==> src/rtl/sap_ctrl_seq.sv <==
// SAP-1 control sequencer: six-state one-hot ring (fetch T1-T3, execute T4-T6) driving register-file strobes.
// Latency: strobes are Moore-decoded from the current ring state and opcode, and act on the next rising edge.
// Backpressure: none; the ring advances every clock until HLT, then holds until reset.
module sap_ctrl_seq #(
    parameter bit         EARLY_END = 1'b0,
    parameter logic [3:0] OPC_LDA   = 4'h0,
    parameter logic [3:0] OPC_ADD   = 4'h1,
    parameter logic [3:0] OPC_SUB   = 4'h2,
    parameter logic [3:0] OPC_OUT   = 4'hE,
    parameter logic [3:0] OPC_HLT   = 4'hF
) (
    input  logic       clock,
    input  logic       reset,
    input  logic [3:0] opcode,
    output logic [5:0] t_state,
    output logic       pc_out,
    output logic       pc_inc,
    output logic       mar_in,
    output logic       ram_out,
    output logic       ir_in,
    output logic       ir_out,
    output logic       b_in,
    output logic       acc_in,
    output logic       acc_out,
    output logic       alu_sub,
    output logic       alu_out,
    output logic       out_in,
    output logic       halt
);

    // Encodings double as the visible ring value; the halted state reads as all zeros.
    typedef enum logic [5:0] {
        ST_HALT = 6'b000000,
        ST_T1   = 6'b000001,
        ST_T2   = 6'b000010,
        ST_T3   = 6'b000100,
        ST_T4   = 6'b001000,
        ST_T5   = 6'b010000,
        ST_T6   = 6'b100000
    } state_t;

    state_t state;
    state_t state_nxt;
    logic   halted;
    logic   halted_nxt;

    logic is_lda;
    logic is_add;
    logic is_sub;
    logic is_out;
    logic is_hlt;
    logic is_alu;

    assign is_lda  = (opcode == OPC_LDA);
    assign is_add  = (opcode == OPC_ADD);
    assign is_sub  = (opcode == OPC_SUB);
    assign is_out  = (opcode == OPC_OUT);
    assign is_hlt  = (opcode == OPC_HLT);
    assign is_alu  = is_add | is_sub;

    assign t_state = state;
    assign halt    = halted;

    // Ring and halt flag registers; synchronous reset restarts the ring at T1.
    always_ff @(posedge clock) begin
        if (reset) begin
            state  <= ST_T1;
            halted <= 1'b0;
        end else begin
            state  <= state_nxt;
            halted <= halted_nxt;
        end
    end

    // Next-state and strobe decode from ring position and the live opcode nibble.
    always_comb begin
        state_nxt  = state;
        halted_nxt = halted;
        pc_out     = 1'b0;
        pc_inc     = 1'b0;
        mar_in     = 1'b0;
        ram_out    = 1'b0;
        ir_in      = 1'b0;
        ir_out     = 1'b0;
        b_in       = 1'b0;
        acc_in     = 1'b0;
        acc_out    = 1'b0;
        alu_sub    = 1'b0;
        alu_out    = 1'b0;
        out_in     = 1'b0;
        case (state)
            ST_T1: begin
                pc_out    = 1'b1;
                mar_in    = 1'b1;
                state_nxt = ST_T2;
            end
            ST_T2: begin
                pc_inc    = 1'b1;
                state_nxt = ST_T3;
            end
            ST_T3: begin
                ram_out   = 1'b1;
                ir_in     = 1'b1;
                state_nxt = ST_T4;
            end
            ST_T4: begin
                state_nxt = ST_T5;
                if (is_lda || is_alu) begin
                    ir_out = 1'b1;
                    mar_in = 1'b1;
                end else if (is_out) begin
                    acc_out = 1'b1;
                    out_in  = 1'b1;
                    if (EARLY_END) state_nxt = ST_T1;
                end else if (is_hlt) begin
                    state_nxt  = ST_HALT;
                    halted_nxt = 1'b1;
                end else begin
                    // Unknown opcode: idle through execute, or skip it entirely when ending early.
                    if (EARLY_END) state_nxt = ST_T1;
                end
            end
            ST_T5: begin
                state_nxt = ST_T6;
                if (is_lda) begin
                    ram_out = 1'b1;
                    acc_in  = 1'b1;
                    if (EARLY_END) state_nxt = ST_T1;
                end else if (is_alu) begin
                    ram_out = 1'b1;
                    b_in    = 1'b1;
                    alu_sub = is_sub;
                end
            end
            ST_T6: begin
                state_nxt = ST_T1;
                if (is_alu) begin
                    alu_out = 1'b1;
                    acc_in  = 1'b1;
                    alu_sub = is_sub;
                end
            end
            ST_HALT: begin
                state_nxt = ST_HALT;
            end
            default: begin
                state_nxt = ST_T1;
            end
        endcase
    end

endmodule
==> config.mk <==
export PLATFORM = sky130hd
export DESIGN_NAME = sap_ctrl_seq
export DESIGN_NICKNAME = d
export VERILOG_FILES = /design/src/rtl/sap_ctrl_seq.sv
export SDC_FILE = /design/constraint.sdc
export NUM_CORES = 1
export LEC_CHECK = 0
export BUFFER_PORTS_ARGS = -buffer_cell sky130_fd_sc_hd__buf_2
export CAP_MARGIN = 10
export CORE_AREA = 3 3 40 42
export CTS_CLUSTER_SIZE = 10
export DETAILED_ROUTE_END_ITERATION = 12
export DIE_AREA = 0 0 43 45
export HOLD_SLACK_MARGIN = 0.1
export PLACE_DENSITY = 0.7
export SYNTH_ARGS = -nofsm -noshare
export SYNTH_HDL_FRONTEND = slang
export SYNTH_SLANG_ARGS = --single-unit
==> constraint.sdc <==
create_clock -name clock -period 1.04 [get_ports clock]
set_input_delay 0.052 -clock clock [delete_from_list [all_inputs] [get_ports clock]]
set_output_delay 0.052 -clock clock [all_outputs]
set_load 0.03 [all_outputs]
**Yosys cells after proc, flatten, opt, wreduce, memory -nomap -nowiden**

Cells that the tools add are included.

- Register bits: 7
- Bits of input ports: 6
- Output and inout port bits: 19
- Word-level logic and storage cells: 43

- Equality and inequality tests: 10
- Muxes and demuxes: 24
- Bitwise operators: 3
- Reductions and logical operators: 4

Operator list:

| kind | number |
|---|---|
| one-hot mux 6 bit (6 select lines) | 1 |
| 2-to-1 mux 1 bit | 16 |
| 2-to-1 mux 5 bit | 3 |
| equality test 4 bit, second input constant | 2 |
| one-hot mux 1 bit (2 select lines) | 4 |
| equality test 6 x 1 -> 1 bit, second input constant | 1 |
| equality test 6 x 2 -> 1 bit, second input constant | 1 |
| equality test 6 x 3 -> 1 bit, second input constant | 1 |
| equality test 6 x 4 -> 1 bit, second input constant | 1 |
| equality test 6 x 5 -> 1 bit, second input constant | 1 |
| equality test 6 bit, second input constant | 1 |
| zero test 6 bit | 1 |
| equality test 4 x 1 -> 1 bit, second input constant | 1 |
| equality test 4 x 2 -> 1 bit, second input constant | 1 |
| zero test 4 bit | 1 |
| AND reduction 4 bit | 1 |
| NOT 1 bit | 2 |
| logical OR 1 bit | 1 |
| OR 1 bit | 1 |

**Depth between registers and ports, before layout**

Gate-level depths: netlist (run 1).

- Depth in word-level cells: 5
- Depth in mapped cells: 4
- Depth with buffers taken out: 3

**Worst setup path before layout (run 1)**

No wires, ideal clock.

- Path kind: reg2out
- Start: reg state[4], in the netlist t_state[4]
- End: out out_in
- Data arrival time: 1929 ps
- Slack: -941 ps
- Stages on the path, launching flop included: 5
- Path buffers: 1
- Cells stage by stage: dfxtp_1 > nor2_1 > nand3_1 > nor3_1 > buf_4

- Longest elaborated chain between the ends: 2

Ends and longest elaborated chain:

| what | RTL line | source |
|---|---|---|
| from (decl) | 42 | `state_t state;` |
| from (signal assigned) | 70 | `state <= state_nxt;` |
| equality test 6 x 4 -> 1 bit | -- |  |
| 2-to-1 mux 1 bit | -- |  |
| to (decl) | 27 | `output logic out_in,` |

No other way between the ends.

**Final worst setup path (run 1)**

- Start: reg state[5], in the netlist t_state[5]
- End: out acc_in

- Longest elaborated chain between the ends: 2

Ends and longest elaborated chain:

| what | RTL line | source |
|---|---|---|
| equality test 6 bit or equality test 6 x 5 -> 1 bit (tied branches) | 91 | `case (state)` |
| one-hot mux 1 bit (2 select lines) * | 91 |  |
| to (decl) | 23 | `output logic acc_in,` |

Mark *: on every way between the ends. The rest lies on a longest branch, timed or not.

==> reports/results.tsv, run 1 <==
stage	metric	value	unit
run_status	outcome	complete, but fails checks	
run_status	violations	negative setup slack	
placed_design	dpl_worst_slack	-0.184	ns
power	finalPower	0.000794	W
critical_path	worstPathMaxFanout	5	
floorplanning	dieWidth	43	um
critical_path	required	0.99	ns
floorplanning	initial_utilization	0.307	
synthesis	synth_xor_area_frac	0.0444	
detailed_routing	num_vias	613	
critical_path	endpoint_kind	output pin	
detailed_routing	drt_iter0_drc	4	
cells_and_area	multi_input_area	415	sq um
cells_and_area	layout_commonest_cell	buf_6	
cells_and_area	fin_cells	119	
synthesis	synth_compound_area_frac	0.127	
sta	setup_violations	16	
sta	fmax	692	MHz
synthesis	ys_types	22	
clock_tree	h-tree-depth	1	
sta	worst_slew_pin_slew	0.259	ns
detailed_routing	wl_per_cell	12.9	um
cells_and_area	nets	111	
clock_tree	clkLatencyLatePin	0.26	ns
clock_tree	cts_tree	built	
sta	hold_viol	0	
synthesis	synth_edf_count	0	
sta	relSlewSlack	0.826	
global_route	grt.total_usage	0.173	
cells_and_area	final_cell_mix	buf_6 (19), buf_4 (18), buf_2 (12)	
floorplanning	die_y	45	um
detailed_routing	totalWireLength	1540	um
synthesis	ys.flop_type	dfxtp_1	
detailed_routing	ant_nets	0	
synthesis	synthAdderAreaFrac	0	
clock_tree	cts_root_buf	clkbuf_4	
cells_and_area	layout-area-overhead-vs-synth	166	%
synthesis	postSynthCellCount	51	
sta	whs	0.290	ns
global_route	grt_pass1_wl	2500	um
synthesis	synth-simple-area-share	0.435	
sta	finalCritPeriodShare	1.39	
sta	clock_skew	0.00265	ns
synthesis	syn-mean-instance-area	7.73	sq um
sta	period_minus_slack	1.45	ns
floorplanning	die-area	1940	sq um
detailed_routing	drc	0	
placed_design	place_congestion	0.872	
synthesis	synth_seq_area_share	0.356	
clock_tree	cts_buffer_depth	2	
synthesis	ys_ff_latch	7	
synthesis	synth_top_family_by_area	simple AND/OR/NAND/NOR gates	
clock_tree	numCtsBuffers	3	
power	leakage	0.457	nW
clock_tree	clock-sinks	7	
detailed_routing	viasPerCell	5.15	
floorplanning	io_pins	25	
critical_path	critical_path_class	reg2out	
floorplanning	fp-row-count	13	
global_route	grt_pass1_vias	646	
power	peakVddDrop	0.000699	V
sta	finalMaxSlewViolations	0	
critical_path	arrival	1.39	ns
job	max_cap_viol_count	0	
cells_and_area	seqCellArea	160	sq um
cells_and_area	nFillCells	85	
synthesis	ys_warn_count	0	
critical_path	cp-start-kind	register	
placed_design	dp.cells	108	
synthesis	async_flop_share	0	
clock_tree	clk_pin_slew	0.05	ns
global_route	grt_overflow	0	
global_route	grt_max_degree	8	
placed_design	port_buffers	24	
sta	rsz0062_at_grt	yes	
synthesis	synth_mux_area_frac	0	
min_path	min_path_type	in2reg	
global_route	antenna_found_initial	0	
sta	fin_ws	-0.406	ns
cells_and_area	n_antenna_cell	0	
power	power_density	758	nW/um^2
synthesis	syn-num-nets	57	
floorplanning	core_area	1280	sq um
synthesis	synth_area	394	sq um
placed_design	hpwl	1090	um
detailed_routing	detail_route.first_pass.iterations	2	
cells_and_area	drive_above_1_share	0.769	
cell usage after synthesis (2+ instances only):
cell type / instances / area [sq um]
nor2_1: 11 / 41.3
nor4b_1: 2 / 17.5
a21oi_1: 2 / 10.0
nand4b_1: 3 / 26.3
o21ai_0: 3 / 15.0
inv_1: 2 / 7.51
nand2_1: 4 / 15.0
dfxtp_1: 7 / 140
nand3_1: 3 / 15.0
nor3_1: 2 / 10.0
cells by family after synthesis:
| logic type | count (synthesis) |
|---|---|
| xor+xnor | 2 |
| flops | 7 |
| buf+inv | 3 |
| simple gates | 31 |
| compound gates | 8 |
worst max-delay path, cell delays in order, from the launching register on:
cell and delay [ns]:
dfxtp_4 0.36, or4b_4 0.50, a21oi_4 0.14, buf_6 0.14
state kept, by name, summed over array words and instances, names as in the netlist:
| signal | count |
|---|---|
| halt | 1 |
| t_state | 6 |
routing by layer:
metal  GRT usage  wire length (um)
met4       0.139                70
met5           0                 0
met2       0.329               810
met3      0.0199               112
met1       0.167               547
where the power goes:
part           internal (W)  leakage, nW  switching, W
Combinational      0.000121        0.381      0.000142
Sequential         0.000268       0.0609    0.00000929
Clock              0.000147       0.0150      0.000106
what timing repair did:
action	4_1_cts	5_1_grt
buffers inserted	7	5
endpoints found under the hold margin	6	0
endpoints found under the setup margin	16	19
pin swaps	14	14
hold buffers	1	0
resized for setup	35	18
through the flow:
step | cell area [sq um] | setup TNS, ns | utilization
after global placement | 791 | -1.38 | 0.615
final | 1050 | -4.31 | 0.815
after CTS | 990 | -4.65 | 0.770
after global routing | 1050 | -5.47 | 0.815
after floorplan | 520 | -1.68 | -
after detailed placement | 791 | -1.51 | 0.615
cell type report:
type	instances	area share
Clock buffer	4	0.0251
Tap cell	15	0.0179
Timing Repair Buffer	50	0.400
Multi-Input combinational cell	41	0.397
Inverter	2	0.00717
Sequential cell	7	0.153
worst paths after layout:
path                                 start    endpoint  slack, ns  cells after the start
worst min register to register        halt        halt       0.47                      2
worst max-delay path            t_state[5]      acc_in      -0.41                      3
worst min-delay path             opcode[3]  t_state[4]       0.29                      4
worst max register to register  t_state[2]  t_state[1]      -0.09                      5
Power figures use the tool's default switching activity.
==> run 2, diff against run 1 <==
--- a/config.mk
+++ b/config.mk
@@ -6,5 +6,4 @@
 export NUM_CORES = 1
 export LEC_CHECK = 0
-export BUFFER_PORTS_ARGS = -buffer_cell sky130_fd_sc_hd__buf_2
 export CAP_MARGIN = 10
 export CORE_AREA = 3 3 40 42
@@ -12,6 +11,7 @@
 export DETAILED_ROUTE_END_ITERATION = 12
 export DIE_AREA = 0 0 43 45
+export DONT_BUFFER_PORTS = 1
 export HOLD_SLACK_MARGIN = 0.1
-export PLACE_DENSITY = 0.7
+export PLACE_DENSITY = 0.54
 export SYNTH_ARGS = -nofsm -noshare
 export SYNTH_HDL_FRONTEND = slang
==> constraint.sdc (replaced) <==
create_clock -name clock -period 1.04 [get_ports clock]
set_input_delay 0.052 -clock clock [delete_from_list [all_inputs] [get_ports clock]]
set_output_delay 0.052 -clock clock [all_outputs]
set_load 0.005 [all_outputs]
==> run 2 against run 1 <==
Compared with the run above:
- the run still ends with negative setup slack left
- critical endpoint is now acc_out
- global-route usage is 4.2 points lower
- maximum frequency is 13% higher
- largest power group unchanged
- utilization is 23 points lower
- critical path depth is 1 higher
- routed wire length is 12% lower
- worst setup slack better by 0.16 ns
==> reports/results.tsv, run 2 (same netlist as run 1, synthesis figures left out) <==
stage	metric	value	unit
floorplanning	initial_utilization	0.307	
clock_tree	numCtsBuffers	3	
global_route	grt.total_usage	0.131	
sta	setup_tns	-2.27	ns
power	power_density	916	nW/um^2
detailed_routing	ant_nets	0	
detailed_routing	viasPerCell	5.36	
detailed_routing	totalWireLength	1360	um
detailed_routing	drc	0	
detailed_routing	wl_per_cell	15.3	um
floorplanning	die_y	45	um
clock_tree	cts_tree	built	
cells_and_area	nFillCells	122	
global_route	grt_overflow	0	
placed_design	hpwl	896	um
floorplanning	die-area	1940	sq um
sta	finalMaxSlewViolations	0	
global_route	antenna_found_initial	0	
critical_path	cp-start-kind	register	
sta	rsz0062_at_grt	yes	
sta	setup_violations	13	
critical_path	r2r_slack	-0.05	ns
sta	hold_viol	0	
critical_path	r2r_cells	4	
global_route	grt_pass1_vias	433	
sta	period_minus_slack	1.28	ns
clock_tree	clock-sinks	7	
sta	fmax	779	MHz
detailed_routing	drt_iter0_drc	1	
detailed_routing	detail_route.first_pass.iterations	4	
job	max_cap_viol_count	0	
cells_and_area	n_antenna_cell	0	
critical_path	cpLargestDelayFamily	simple AND/OR/NAND/NOR gates	
power	leakage	0.290	nW
floorplanning	io_pins	25	
min_path	holdPathStages	2	
critical_path	path_cells	nor2_4, buf_6, nand3_4, nor3_4	
critical_path	critPathSlowestCell	dfxtp_4	
global_route	grt_pass1_wl	1950	um
sta	finalCritPeriodShare	1.23	
placed_design	post_dp_cell_area	513	sq um
critical_path	cp_slowest_stage_delay	0.36	ns
clock_tree	clk_pin_slew	0.06	ns
min_path	min_path_type	in2reg	
run_status	violations	negative setup slack	
critical_path	critical_path_class	reg2out	
clock_tree	cts_root_buf	clkbuf_4	
critical_path	endpoint_kind	output pin	
floorplanning	core_area	1280	sq um
clock_tree	h-tree-depth	1	
cells_and_area	layout_commonest_cell	buf_4	
cells_and_area	fin_area	746	sq um
placed_design	place_congestion	0.824	
run_status	outcome	complete, but fails checks	
global_route	grt_max_degree	8	
clock_tree	clkLatencyLatePin	0.25	ns
critical_path	worstPathMaxFanout	4	
sta	relSlewSlack	0.775	
cells_and_area	nets	81	
critical_path	required	0.99	ns
critical_path	arrival	1.23	ns
floorplanning	fp-row-count	13	
sta	fin_ws	-0.243	ns
cells_and_area	drive_above_1_share	0.635	
cells_and_area	largest_register_ffs	6	
critical_path	crit_buf_inv	1	
cells_and_area	final_cell_mix	buf_4 (15), nor2_1 (5), nand2_1 (4), nor2_2 (4), dfxtp_4 (4)	
power	peakVddDrop	0.000800	V
critical_path	worst-path-stages	4	
sta	worst_slew_pin_slew	0.336	ns
cells_and_area	layout-area-overhead-vs-synth	89.2	%
detailed_routing	num_vias	477	
clock_tree	cts_buffer_depth	2	
placed_design	port_buffers	0	
sta	clock_skew	0.00481	ns
floorplanning	dieWidth	43	um
run 2: worst paths after layout:
kind         startpoint    endpoint
max reg2reg  t_state[4]  t_state[1]
min reg2reg        halt        halt
min           opcode[1]  t_state[4]
max          t_state[1]     acc_out
run 2: power by group:
part / switching, W / internal [W] / total [W]
clock network: 0.000101 / 0.000146 / 0.000247
registers: 0.0000101 / 0.000272 / 0.000282
logic: 0.0000753 / 0.0000793 / 0.000155
run 2: layer usage:
metal | global-route usage | up-vias | routed length (um)
met2 | 0.204 | 16 | 707
met3 | 0.0398 | 0 | 106
met4 | 0.0542 | 0 | 0
met1 | 0.170 | 231 | 549
li1 | - | 230 | -
met5 | 0 | - | 0
run 2: final cells by class:
type / count / area, sq um / area share
clock buffers: 4 / 26.3 / 0.0352
inverters: 2 / 7.51 / 0.0101
repair buffers: 20 / 166 / 0.223
flip-flops and latches: 7 / 158 / 0.211
multi-input cells: 41 / 369 / 0.495
well taps: 15 / 18.8 / 0.0252
run 2: stage by stage:
step	setup WS, ns	util	total power [W]	cells	hold slack (ns)
final	-0.243	0.580	0.000683	89	0.112
after CTS	-0.246	0.485	0.000653	83	0.101
after global placement	-0.0338	0.399	0.000374	75	0.119
after detailed placement	-0.0593	0.399	0.000373	75	0.121
after global routing	-0.311	0.580	0.000722	89	0.123
after floorplan	-0.0202	-	0.000343	51	0.117
run 2: timing repair:
| action | in CTS | in global routing |
|---|---|---|
| pin swaps | 8 | 10 |
| endpoints found under the setup margin | 14 | 19 |
| gates resized for setup | 16 | 19 |
| setup buffers | 3 | 7 |
| hold buffers | 2 | 0 |
| hold endpoints to repair | 7 | 0 |
==> run 3, diff against run 2 <==
Settings changed: BUFFER_PORTS_ARGS set to -buffer_cell sky130_fd_sc_hd__buf_2, DONT_BUFFER_PORTS 1 to unset, GPL_TIMING_DRIVEN set to 0, PLACE_DENSITY 0.54 to 0.7.
==> run 3 against run 2 <==
Compared with the run above:
- the flow still finishes with violations (negative setup slack)
- power up 9.0%
- worst setup slack got worse by 0.17 ns
- maximum frequency decreased by 12%
- register-to-register slack hardly changed
- routed wire length rose by 23%
- worst hold slack improved by 0.11 ns
- die area unchanged
- clock-buffer cell count down 1
- flip-flop and latch count unchanged
- clock power is 14% higher
- final area grew 17%
- cell count increased by 24%
==> reports/results.tsv, run 3 (same netlist as run 1, synthesis figures left out) <==
stage	metric	value	unit
min_path	hold_start	opcode[3]	
run_status	outcome	complete, but fails checks	
critical_path	cpLargestDelayFamily	simple AND/OR/NAND/NOR gates	
sta	setup_violations	16	
clock_tree	clkLatencyLatePin	0.27	ns
cells_and_area	nFillCells	97	
global_route	antenna_found_initial	0	
clock_tree	cts_tree	built	
detailed_routing	num_vias	561	
floorplanning	initial_utilization	0.307	
placed_design	post_dp_cell_area	566	sq um
sta	worst_slew_pin_slew	0.308	ns
global_route	grt_pass1_vias	482	
job	max_cap_viol_count	0	
floorplanning	io_pins	25	
sta	finalMaxSlewViolations	0	
floorplanning	die-area	1940	sq um
sta	fin_ws	-0.410	ns
critical_path	path_cells	or4b_4, a21oi_4, buf_2	
power	power_density	854	nW/um^2
min_path	holdPathStages	3	
clock_tree	numCtsBuffers	3	
critical_path	critPathSlowestCell	or4b_4	
critical_path	r2r_cells	4	
detailed_routing	drc	0	
detailed_routing	totalWireLength	1670	um
sta	rsz0062_at_grt	yes	
critical_path	r2r-end	t_state[3]	
power	peakVddDrop	0.000500	V
sta	clock_skew	0.00427	ns
placed_design	place_congestion	0.745	
placed_design	port_buffers	24	
sta	period_minus_slack	1.45	ns
power	leakage	0.401	nW
critical_path	arrival	1.40	ns
detailed_routing	ant_nets	0	
clock_tree	clock-sinks	7	
cells_and_area	largest_register_ffs	6	
cells_and_area	layout_commonest_cell	buf_2	
critical_path	crit_buf_inv	1	
floorplanning	die_y	45	um
critical_path	worstPathMaxFanout	4	
sta	hold_viol	0	
detailed_routing	wl_per_cell	15.2	um
detailed_routing	viasPerCell	5.10	
clock_tree	h-tree-depth	1	
run_status	violations	negative setup slack	
sta	relSlewSlack	0.794	
critical_path	cp-start-kind	register	
critical_path	endpoint_kind	output pin	
floorplanning	dieWidth	43	um
power	finalPower	0.000745	W
floorplanning	fp-row-count	13	
detailed_routing	detail_route.first_pass.iterations	4	
global_route	grt.total_usage	0.168	
min_path	min_path_type	in2reg	
critical_path	r2r_start	t_state[0]	
min_path	whs_endpoint	t_state[4]	
critical_path	critical_path_class	reg2out	
critical_path	required	0.99	ns
detailed_routing	drt_iter0_drc	12	
placed_design	hpwl	907	um
global_route	grt_pass1_wl	2280	um
clock_tree	clk_pin_slew	0.07	ns
clock_tree	cts_root_buf	clkbuf_4	
cells_and_area	fin_area	872	sq um
critical_path	r2r_slack	-0.05	ns
cells_and_area	n_antenna_cell	0	
global_route	grt_overflow	0	
sta	finalCritPeriodShare	1.39	
clock_tree	cts_buffer_depth	2	
cells_and_area	drive_above_1_share	0.695	
critical_path	cp_slowest_stage_delay	0.50	ns
cells_and_area	final_cell_mix	buf_2 (22), buf_4 (11), nor2_1 (9)	
cells_and_area	nets	102	
floorplanning	core_area	1280	sq um
cells_and_area	layout-area-overhead-vs-synth	121	%
sta	fmax	689	MHz
global_route	grt_max_degree	8	
[run 3: worst min-delay path, delay by kind of cell]
family / cells / cell delay (ns)
AND/OR/NAND/NOR: 2 / 0.31
buffers and inverters: 1 / 0.09
[run 3: where the power goes]
| group | switching [W] | internal [W] | leakage (nW) |
|---|---|---|---|
| Sequential | 0.0000119 | 0.000267 | 0.0612 |
| Combinational | 0.0000929 | 0.0000917 | 0.322 |
| Clock | 0.000139 | 0.000143 | 0.0177 |
| Total | 0.000244 | 0.000501 | 0.401 |
[run 3: per-layer routing]
| layer | GRT usage | up-vias | wire length (um) |
|---|---|---|---|
| li1 | - | 275 | - |
| met1 | 0.186 | 264 | 681 |
| met2 | 0.272 | 16 | 867 |
| met3 | 0.0677 | 6 | 75 |
| met4 | 0.102 | 0 | 47 |
| met5 | 0 | - | 0 |
[run 3: area by class of cell]
type                       instances  area [sq um]  share of cell area
clock buffer                       3          22.5              0.0258
tap                               15          18.8              0.0215
buffer                             1          7.51             0.00861
clock inverter                     1          5.00             0.00574
timing repair buffer              40           274               0.314
inverter                           2          7.51             0.00861
sequential                         7           163               0.187
multi-input combinational         41           374               0.429
[run 3: how the worst max path moves through the flow]
| stage | startpoint | endpoint | slack, ns | cells past startpoint |
|---|---|---|---|---|
| 4_1_cts | t_state[4] | acc_in | -0.36 | 3 |
| 3_3_place_gp | t_state[2] | alu_sub | -0.17 | 4 |
| 2_1_floorplan | t_state[3] | out_in | -0.02 | 4 |
| 6_report | t_state[5] | acc_in | -0.41 | 3 |
| 5_1_grt | t_state[0] | alu_sub | -0.45 | 4 |
| 3_5_place_dp | t_state[2] | alu_sub | -0.20 | 4 |
[run 3: per-stage QoR]
step | hold slack [ns] | setup TNS (ns) | std cells | worst slack (ns) | utilization
2_1_floorplan | 0.117 | -0.0202 | 51 | -0.0202 | -
3_3_place_gp | 0.323 | -0.769 | 90 | -0.173 | 0.440
3_5_place_dp | 0.316 | -1.09 | 90 | -0.204 | 0.440
4_1_cts | 0.220 | -2.91 | 105 | -0.358 | 0.602
5_1_grt | 0.210 | -4.48 | 110 | -0.446 | 0.679
6_report | 0.220 | -3.57 | 110 | -0.410 | 0.679
[run 3: repair_timing]
| action | in CTS | in global routing |
|---|---|---|
| resized for setup | 27 | 12 |
| hold buffers | 1 | 0 |
| pin swaps | 11 | 6 |
| endpoints found under the hold margin | 6 | 0 |
| setup buffers | 10 | 5 |
| setup endpoints to repair | 15 | 18 |
